--- src/rtl/lc3b_types.sv ---
// Shared LC-3b types: machine word and fetch-unit state encoding.
`default_nettype none

package lc3b_types;

  typedef logic [15:0] lc3b_word;

  typedef enum logic [1:0] {
    IDLE    = 2'd0,
    REQ     = 2'd1,
    DELIVER = 2'd2,
    SQUASH  = 2'd3
  } lc3b_fetch_state;

endpackage

`default_nettype wire

--- src/rtl/pc_plus2.sv ---
// PC incrementer: returns the next sequential instruction address (wraps at 16 bits).
`default_nettype none

module pc_plus2
  import lc3b_types::*;
(
  input  lc3b_word pc_i,
  output lc3b_word pc_o
);

  assign pc_o = pc_i + 16'd2;

endmodule

`default_nettype wire

--- src/rtl/fetch_unit.sv ---
// Instruction fetch unit: issues one read at the PC, buffers the word for decode,
// and handles redirects that arrive while a read is outstanding.
`default_nettype none

module fetch_unit
  import lc3b_types::*;
#(
  parameter lc3b_word PC_RESET = 16'h0000
) (
  input  logic        clk,
  input  logic        rst_n,
  input  logic        fetch_en,
  input  logic        pc_load,
  input  logic [15:0] pc_in,
  input  logic [15:0] mem_rdata,
  input  logic        mem_resp,
  input  logic        decode_ready,
  output logic        mem_read,
  output logic [15:0] mem_address,
  output logic [15:0] ir_word,
  output logic        ir_load,
  output logic [15:0] pc_out
);

  lc3b_fetch_state state_q, state_d;
  lc3b_word        pc_q, pc_d;
  lc3b_word        addr_q, addr_d;
  lc3b_word        ir_q, ir_d;
  lc3b_word        pc_inc;
  lc3b_word        pc_redirect;

  pc_plus2 u_pc_plus2 (
    .pc_i (pc_q),
    .pc_o (pc_inc)
  );

  // Instructions are halfword aligned; bit 0 of a redirect target is dropped.
  assign pc_redirect = pc_in & 16'hFFFE;

  always_ff @(posedge clk or negedge rst_n) begin
    if (!rst_n) begin
      state_q <= IDLE;
      pc_q    <= PC_RESET;
      addr_q  <= 16'h0000;
      ir_q    <= 16'h0000;
    end else begin
      state_q <= state_d;
      pc_q    <= pc_d;
      addr_q  <= addr_d;
      ir_q    <= ir_d;
    end
  end

  always_comb begin
    state_d  = state_q;
    pc_d     = pc_load ? pc_redirect : pc_q;
    addr_d   = addr_q;
    ir_d     = ir_q;
    mem_read = 1'b0;
    ir_load  = 1'b0;

    unique case (state_q)
      IDLE: begin
        if (fetch_en) begin
          addr_d  = pc_q;
          state_d = REQ;
        end
      end
      REQ: begin
        mem_read = 1'b1;
        if (mem_resp && pc_load) begin
          state_d = IDLE;
        end else if (pc_load) begin
          // The read cannot be cancelled; wait it out and drop the data.
          state_d = SQUASH;
        end else if (mem_resp) begin
          ir_d    = mem_rdata;
          pc_d    = pc_inc;
          state_d = DELIVER;
        end
      end
      DELIVER: begin
        if (pc_load) begin
          state_d = IDLE;
        end else if (decode_ready) begin
          ir_load = 1'b1;
          state_d = IDLE;
        end
      end
      SQUASH: begin
        mem_read = 1'b1;
        if (mem_resp) begin
          state_d = IDLE;
        end
      end
      default: state_d = IDLE;
    endcase
  end

  assign mem_address = addr_q;
  assign ir_word     = ir_q;
  assign pc_out      = pc_q;

endmodule

`default_nettype wire
--- config.mk ---
export PLATFORM = sky130hd
export DESIGN_NAME = fetch_unit
export DESIGN_NICKNAME = d
export VERILOG_FILES = /design/src/rtl/lc3b_types.sv /design/src/rtl/pc_plus2.sv /design/src/rtl/fetch_unit.sv
export SDC_FILE = /design/constraint.sdc
export NUM_CORES = 1
export LEC_CHECK = 0
export CAP_MARGIN = 20
export CORE_AREA = 2 2 67 95
export CTS_CLUSTER_DIAMETER = 150
export CTS_CLUSTER_SIZE = 8
export DETAILED_ROUTE_END_ITERATION = 16
export DIE_AREA = 0 0 69 97
export PLACE_DENSITY_LB_ADDON = 0.1
export SLEW_MARGIN = 20
export SYNTH_ARGS = -nofsm -noshare
export SYNTH_HDL_FRONTEND = slang
export SYNTH_HIERARCHICAL = 1
export SYNTH_SLANG_ARGS = --single-unit
--- constraint.sdc ---
create_clock -name clk -period 1.9 [get_ports clk]
set_input_delay 0.19 -clock clk [delete_from_list [all_inputs] [get_ports clk]]
set_output_delay 0.19 -clock clk [all_outputs]
set_load 0.05 [all_outputs]
# Word-level counts from Yosys, hierarchy flattened
# Cells that the tools add are included.
# totals
inputBits	38
out_inout_bits	50
elab_cells	37
regBits	50
# op_classes
addsub	1
bitwise	2
n_eq_ne	7
n_mux	17
reduce_logical	6
# op_table
operator	n
$mux W16	5
$add A16 B2 Y16 const B	1
$mux W2	7
$pmux W2 S4	1
$reduce_and A4 Y1	2
$eq A2 B2 Y1 const B	2
$mux W1	4
$ne A2 B2 Y1 const B	2
$ne A4 B4 Y1 const B	1
$ne A3 B3 Y1 const B	1
$eq A2 B1 Y1 const B	1
$logic_not A2 Y1	1
$not A1 Y1	2
$reduce_and A2 Y1	1
$reduce_or A2 Y1	1
$logic_and A1 B1 Y1	1

# Depth between registers and ports, before layout
# Gate-level depths: netlist of run 1.
# depth
ltp_word	5
depth_mapped	5
depth_no_buf	5

# Modules after synthesis
# Netlist of run 1, hierarchy kept.
# modules_own_cells
module	cells_per_inst	seq_area_each_um2	n_inst	area_per_inst_um2
fetch_unit	132	1251.2	1	2259.7
pc_plus2	39	0.0	1	287.8

# Least setup slack after synthesis of run 1
# No wires, ideal clock.
# synth_path
path_kind	reg2out
from	register state_q[0]
to	output port ir_load
arrival_time_ns	1.989
required_ns	1.710
stages_incl_launch_ff	2
n_path_buf	0
path_slack_ns	-0.279
cell_sequence	dfrtp_1 > nor4bb_1
# synth_between
elab_chain_cells	2
# synth_rtl
element	line_no	source
from (decl)	fetch_unit.sv:25	lc3b_fetch_state state_q, state_d;
from (signal assigned)	fetch_unit.sv:47	state_q <= state_d;
$eq A2 B2 Y1	fetch_unit.sv:62	unique case (state_q)
$mux W1	fetch_unit.sv:62	
to (decl)	fetch_unit.sv:21	output logic ir_load,
# Every way passes these cells.

# Final worst setup path of run 1
# layout_path
from	register pc_q[9] (netlist: pc_out[9])
to	output port pc_out[9]
# layout_rtl
element	line_no	source
from (decl)	fetch_unit.sv:26	lc3b_word pc_q, pc_d;
from (signal assigned)	fetch_unit.sv:48	pc_q <= pc_d;
to (decl)	fetch_unit.sv:22	output logic [15:0] pc_out
# No word-level cell between the ends.

==> results.py, run 1 <==
metrics = {
    "status": {
        "run_status": "finished, final reports clean",
    },
    "logic_synthesis": {
        "synth_edf_count": 0,
        "avgSynthCellArea_um2": 14.9,
        "synth.top_cells.by_count": "sky130_fd_sc_hd__dfrtp_1 (50), sky130_fd_sc_hd__mux2_2 (33), sky130_fd_sc_hd__mux2_4 (29)",
        "synth-async-reset-ratio_pct": 100,
        "postSynthRegisterBits": 50,
        "synthesis.nets": 210,
        "synthMostInstantiatedCell": "sky130_fd_sc_hd__dfrtp_1",
        "netlist_top_cells_area": "sky130_fd_sc_hd__dfrtp_1 (49%), sky130_fd_sc_hd__mux2_4 (17%), sky130_fd_sc_hd__mux2_2 (15%)",
        "yosysSeqAreaShare_pct": 49.1,
        "synth_area_um2": 2550,
        "yosysWarnings": 6,
        "synth_top_area_share_pct": 49.1,
        "yosysTopAreaCell": "sky130_fd_sc_hd__dfrtp_1",
        "synth_cell_types": 29,
        "synth_flop_cell": "sky130_fd_sc_hd__dfrtp_1",
        "postSynthCellCount": 171,
    },
    "route": {
        "first_pass_iters": 4,
        "vias_per_cell": 5.08,
        "ant_nets": 0,
        "drc_errors": 0,
        "dr_total_vias": 1696,
        "routedWlPerCell_um": 16.1,
        "initialDrtViolationCount": 64,
        "wl_um": 5390,
    },
    "timing": {
        "final_hold_fails": 0,
        "worst_hold_slack_ns": 0.368,
        "timing_worst_slew_pin_value_ns": 0.511,
        "timing.final.crit_share_pct": 96.8,
        "fin_crit_ns": 1.84,
        "final_max_slew_viol_count": 0,
        "rsz_0062_raised_after_global_routing": "no",
        "skew_ns": 0.0122,
        "timing.final.setup_violations": 0,
        "max_freq_mhz": 544,
        "fin_tns_setup_ns": 0,
        "slew_headroom_pct": 65.8,
    },
    "cts": {
        "cts_max_path_buffers": 2,
        "clock_latency_ns": 0.30,
        "clkSlewWorstSetupHoldPaths_ns": 0.09,
        "numClockSinks": 50,
        "tritoncts.num_buffers": 5,
        "ctsHtreeMaxLevel": 2,
        "clockRootBuffer": "sky130_fd_sc_hd__clkbuf_8",
        "cts_tree": "done",
    },
    "global_route": {
        "busiest_layer": "met2",
        "grtUsageMet1_pct": 20.1,
        "met2_layer_usage_reported_by_global_route_pct": 28.8,
        "antenna_found_initial": 0,
        "overall_fraction_of_global_route_tracks_in_use_pct": 16.6,
        "grt_first_pass_wirelength_um": 8970,
        "grt_pass1_vias": 1828,
        "grt_util_met3_pct": 4.06,
        "pin_count_of_the_biggest_net_entering_global_routing": 34,
        "grt_overflow": 0,
    },
    "worst_setup_path": {
        "critPathMaxFanout": 7,
        "crit_path_category": "register to primary output",
        "worst_setup_path_start_kind": "register",
        "cp_cell_sequence": "clkdlybuf4s50_1",
        "critPathBufInv": 1,
        "cpMaxStageDelayCell": "sky130_fd_sc_hd__clkdlybuf4s50_1",
        "critical_path_sink_type": "primary output",
        "largest_stage_delay_on_the_critical_path_ns": 0.86,
        "cell_class_contributing_the_biggest_share_of_worst_path_delay": "buffers and inverters",
        "cp.arrival_ns": 1.65,
        "worstPathRequired_ns": 1.71,
    },
    "floorplan": {
        "dieWidth_um": 69,
        "die_area_um2": 6690,
        "floorplan.die.height_um": 97,
        "fp-row-count": 33,
        "initial_utilization_pct": 44.1,
        "core_area_um2": 5780,
        "io_pins": 88,
    },
    "place": {
        "place_hpwl_um": 3870,
        "gp_congestion": 0.685,
        "port_buffers": 86,
    },
    "pwr": {
        "areal_power_density_over_the_cells_nw_per_um2": 1600,
        "switching_share_of_power_pct": 45.7,
        "share_clk_of_total_power_pct": 10.1,
        "static-leakage-power_uw": 0.00151,
        "comb_power_share_pct": 58.8,
        "power.sequential.fraction_pct": 31.1,
        "p_int_uw": 3120,
        "p_total_uw": 5740,
        "vdd_drop_max_mv": 0.724,
        "power.switching_uw": 2620,
    },
    "cells_and_area": {
        "antenna_cells_inserted": 0,
        "layout.core_utilization_pct": 62.0,
        "area_delta_synth_final_pct": 40.6,
        "net_count_final": 303,
        "layout-drive-gt1-share_pct": 33.7,
    },
    "job": {
        "max_cap_viol_count": 0,
    },
    "worst_hold_path": {
        "min_path_type": "input pin to async pin",
    },
}
-- power groups by stage --
stage / clock [uW] / combinational [uW] / sequential [uW]
after CTS: 603 / 3410 / 1800
after detailed placement: 0 / 3390 / 1820
after global placement: 0 / 3360 / 1790
after global routing: 642 / 3500 / 1850
after floorplan: 0 / 870 / 3220
final: 580 / 3370 / 1790
-- path summary, 6_finish.rpt --
| path | start | to | slack, ns | cells after the start |
|---|---|---|---|---|
| worst min-delay path | rst_n | mem_address[7] | 0.37 | 2 |
| worst max register to register | pc_out[1] | pc_out[15] | 0.28 | 5 |
| max in group asynchronous | rst_n | pc_out[15] | 1.01 | 3 |
| min in group clk | mem_rdata[0] | ir_word[0] | 0.50 | 2 |
| worst max-delay path | pc_out[9] | pc_out[9] | 0.06 | 1 |
| worst min register to register | ir_word[15] | ir_word[15] | 0.51 | 1 |
-- cell usage in the layout, fill, tap and decap left out --
cell type,count
sky130_fd_sc_hd__clkdlybuf4s50_1,81
sky130_fd_sc_hd__dfrtp_1,50
sky130_fd_sc_hd__mux2_2,33
sky130_fd_sc_hd__mux2_4,29
sky130_fd_sc_hd__buf_4,8
sky130_fd_sc_hd__xor2_1,8
sky130_fd_sc_hd__nand3_1,6
sky130_fd_sc_hd__clkbuf_8,5
sky130_fd_sc_hd__xnor2_1,5
sky130_fd_sc_hd__buf_12,4
sky130_fd_sc_hd__nor3_1,4
sky130_fd_sc_hd__nand2_1,3
sky130_fd_sc_hd__nor4_2,3
sky130_fd_sc_hd__inv_1,3
sky130_fd_sc_hd__nand2b_1,2
sky130_fd_sc_hd__or2_2,2
sky130_fd_sc_hd__clkbuf_1,2
sky130_fd_sc_hd__and3_1,2
sky130_fd_sc_hd__nand3b_1,1
sky130_fd_sc_hd__mux2i_1,1
sky130_fd_sc_hd__and4bb_2,1
sky130_fd_sc_hd__nor4bb_2,1
sky130_fd_sc_hd__nor3b_4,1
sky130_fd_sc_hd__nor2b_1,1
sky130_fd_sc_hd__nor4b_1,1
sky130_fd_sc_hd__a211o_1,1
sky130_fd_sc_hd__dlygate4sd3_1,1
sky130_fd_sc_hd__buf_2,1
sky130_fd_sc_hd__nand4_4,1
sky130_fd_sc_hd__nand4_1,1
sky130_fd_sc_hd__nor2_1,1
sky130_fd_sc_hd__ha_1,1
-- cells by family after synthesis --
group,count (synthesis),synth area share (%)
multiplexers,63,32.1
flip-flops,50,49.1
AND/OR/NAND/NOR,31,9.09
XOR/XNOR,13,4.47
buffers and inverters,12,4.42
AO/OA/AOI/OAI,1,0.344
adder cells (fa/ha/maj),1,0.491
-- registers in the layout, summed over array words and instances, names as in the netlist --
signal / cells
state_q: 2
pc_out: 16
mem_address: 16
ir_word: 16
-- final cells by class --
type / count / area (um^2)
tap: 70 / 87.6
sequential: 50 / 1250
clock buffer: 7 / 76.3
multi-input combinational: 109 / 1190
timing repair buffer: 95 / 966
fill: 488 / 2200
inverter: 3 / 11.3
-- worst register-to-register path, delay by kind of cell, from the launching register on --
kind          cells  cell delay [ns]
xor+xnor          1             0.10
flops             1             0.37
fa+ha+maj         1             0.26
simple gates      2             0.50
mux               1             0.26
-- what timing repair did --
item | in CTS | in global routing
hold endpoints to repair | 17 | 0
resized for setup | 0 | 0
hold buffers | 1 | 0
setup buffers | 0 | 0
-- per-layer routing --
metal | vias to the layer above | routed length [um]
li1 | 787 | -
met1 | 838 | 2220
met2 | 65 | 2800
met3 | 6 | 316
met4 | 0 | 54
met5 | - | 0
-- through the flow --
stage / cell area [um^2] / setup WS, ns / cells
global route: 3580 / 0.00242 / 334
floorplan: 2550 / 0.00630 / 171
global placement: 3500 / 0.228 / 326
CTS: 3580 / 0.0517 / 334
detailed placement: 3500 / 0.222 / 326
finish: 3580 / 0.0603 / 334
Power figures use the tool's default switching activity.
==> run 2: changes to the inputs <==
Settings changed: CORE_AREA 2 2 67 95 to 2 2 81 115, DIE_AREA 0 0 69 97 to 0 0 83 117.
==> results.py, run 2 (synthesis gave the netlist of run 1 again) <==
metrics = {
    "timing": {
        "timing_worst_slew_pin_value_ns": 0.564,
        "rsz_0062_raised_after_global_routing": "no",
        "slew_headroom_pct": 62.4,
        "final_max_slew_viol_count": 0,
        "finalWorstSetupSlack_ns": 0.0905,
        "max_freq_mhz": 553,
        "skew_ns": 0.00536,
        "timing.final.setup_violations": 0,
        "timing.final.crit_share_pct": 95.2,
        "fin_crit_ns": 1.81,
        "fin_tns_setup_ns": 0,
        "final_hold_fails": 0,
    },
    "status": {
        "run_status": "finished, final reports clean",
    },
    "worst_setup_path": {
        "cp_cell_sequence": "clkdlybuf4s50_1",
        "cell_class_contributing_the_biggest_share_of_worst_path_delay": "buffers and inverters",
        "crit_path_category": "register to primary output",
        "critPathBufInv": 1,
        "largest_stage_delay_on_the_critical_path_ns": 0.85,
        "worstPathRequired_ns": 1.71,
        "cp.arrival_ns": 1.62,
        "critPathMaxFanout": 6,
        "critical_path_sink_type": "primary output",
        "cpMaxStageDelayCell": "sky130_fd_sc_hd__clkdlybuf4s50_1",
        "worst_setup_path_start_kind": "register",
    },
    "global_route": {
        "grt_overflow": 0,
        "antenna_found_initial": 0,
        "grt_first_pass_wirelength_um": 9870,
        "pin_count_of_the_biggest_net_entering_global_routing": 23,
        "grt_pass1_vias": 1863,
        "overall_fraction_of_global_route_tracks_in_use_pct": 13.0,
    },
    "floorplan": {
        "floorplan.die.height_um": 117,
        "io_pins": 88,
        "fp-row-count": 41,
        "core_area_um2": 8770,
        "dieWidth_um": 83,
        "die_area_um2": 9710,
        "initial_utilization_pct": 29.0,
    },
    "pwr": {
        "comb_power_share_pct": 55.0,
        "p_int_uw": 3500,
        "switching_share_of_power_pct": 43.5,
        "vdd_drop_max_mv": 0.960,
        "power.sequential.fraction_pct": 28.6,
        "share_clk_of_total_power_pct": 16.4,
        "static-leakage-power_uw": 0.00158,
        "areal_power_density_over_the_cells_nw_per_um2": 1650,
        "power.switching_uw": 2700,
    },
    "cells_and_area": {
        "final-seq-area_um2": 1250,
        "antenna_cells_inserted": 0,
        "design_area_um2": 3750,
        "layout-drive-gt1-share_pct": 35.6,
        "layout.cells.most_common_list": "sky130_fd_sc_hd__clkdlybuf4s50_1 (81), sky130_fd_sc_hd__dfrtp_1 (50), sky130_fd_sc_hd__mux2_2 (33)",
        "net_count_final": 308,
        "n_fill_cell": 838,
        "final_common_cell": "sky130_fd_sc_hd__clkdlybuf4s50_1",
        "area_delta_synth_final_pct": 47.1,
        "multiInputGateArea_um2": 1190,
    },
    "cts": {
        "numClockSinks": 50,
        "clock_latency_ns": 0.29,
        "clkSlewWorstSetupHoldPaths_ns": 0.07,
        "ctsHtreeMaxLevel": 2,
        "clockRootBuffer": "sky130_fd_sc_hd__clkbuf_16",
        "cts.repair_timing.setup_buffer_count": 0,
        "cts_tree": "done",
        "cts_max_path_buffers": 2,
        "tritoncts.num_buffers": 5,
    },
    "route": {
        "first_pass_iters": 4,
        "routedWlPerCell_um": 15.6,
        "dr_total_vias": 1694,
        "wl_um": 5900,
        "initialDrtViolationCount": 45,
        "ant_nets": 0,
        "vias_per_cell": 4.49,
        "drc_errors": 0,
    },
    "place": {
        "port_buffers": 86,
        "gp_congestion": 0.677,
        "placed_area_um2": 3570,
        "dp_worst_setup_slack_ns": 0.184,
        "place_hpwl_um": 4370,
    },
    "job": {
        "max_cap_viol_count": 0,
    },
    "worst_hold_path": {
        "min_path_type": "input pin to async pin",
    },
}
-- run 2: cell types whose count changed in the layout (fill, tap and decap cells not counted), sizes merged --
cell,previous run,this run
clkinv,0,2
buf,13,17
dlymetal6s2s,0,1
bufinv,0,1
clkbuf,7,5
-- run 2: per-stage QoR --
stage | hold slack (ns) | util [%] | total power [uW] | std cells
2_1_floorplan | -0.106 | - | 4090 | 171
3_3_place_gp | 0.211 | 40.7 | 5210 | 368
3_5_place_dp | 0.217 | 40.7 | 5230 | 368
4_1_cts | 0.444 | 42.7 | 6290 | 377
5_1_grt | 0.470 | 42.7 | 6500 | 377
6_report | 0.421 | 42.7 | 6200 | 377
-- run 2: power groups by stage --
stage / Combinational (uW) / Sequential, uW / Clock (uW)
5_1_grt: 3570 / 1840 / 1090
3_3_place_gp: 3420 / 1790 / 0
2_1_floorplan: 870 / 3220 / 0
3_5_place_dp: 3430 / 1800 / 0
4_1_cts: 3450 / 1780 / 1060
6_report: 3410 / 1770 / 1020
-- run 2: worst register-to-register path: stages, from the launching register on --
cell and delay, ns:
sky130_fd_sc_hd__dfrtp_1 0.36, sky130_fd_sc_hd__ha_1 0.24, sky130_fd_sc_hd__nand2_1 0.19, sky130_fd_sc_hd__nor4_2 0.33
sky130_fd_sc_hd__xor2_1 0.10, sky130_fd_sc_hd__mux2_4 0.26
-- run 2: layer usage --
| layer | GRT usage, % | share of wire, % | vias up |
|---|---|---|---|
| li1 | - | - | 799 |
| met1 | 15.4 | 41 | 827 |
| met2 | 23.2 | 53 | 63 |
| met3 | 3.30 | 4.3 | 5 |
| met4 | 3.93 | 1.3 | 0 |
| met5 | 0 | 0 | - |
-- run 2: worst paths after layout --
kind | slack (ns) | from | to | depth (start not counted)
max reg2reg | 0.30 | pc_out[1] | pc_out[15] | 5
max in group asynchronous | 0.78 | rst_n | ir_word[4] | 3
min | 0.42 | rst_n | pc_out[0] | 2
min reg2reg | 0.51 | ir_word[4] | ir_word[4] | 1
max | 0.09 | pc_out[5] | pc_out[5] | 1
min in group clk | 0.51 | ir_word[4] | ir_word[4] | 1
-- run 2: cell type report --
| class | count | share of cell area, % |
|---|---|---|
| repair buffers | 100 | 26.6 |
| well taps | 107 | 3.57 |
| clock inverters | 3 | 1.07 |
| inverters | 3 | 0.301 |
| flip-flops and latches | 50 | 33.4 |
| clock buffers | 5 | 3.34 |
| multi-input cells | 109 | 31.8 |
-- run 2: repair_timing --
item	CTS	global route
hold buffers	1	0
resized for setup	0	1
setup endpoints to repair	0	1
hold endpoints to repair	20	0
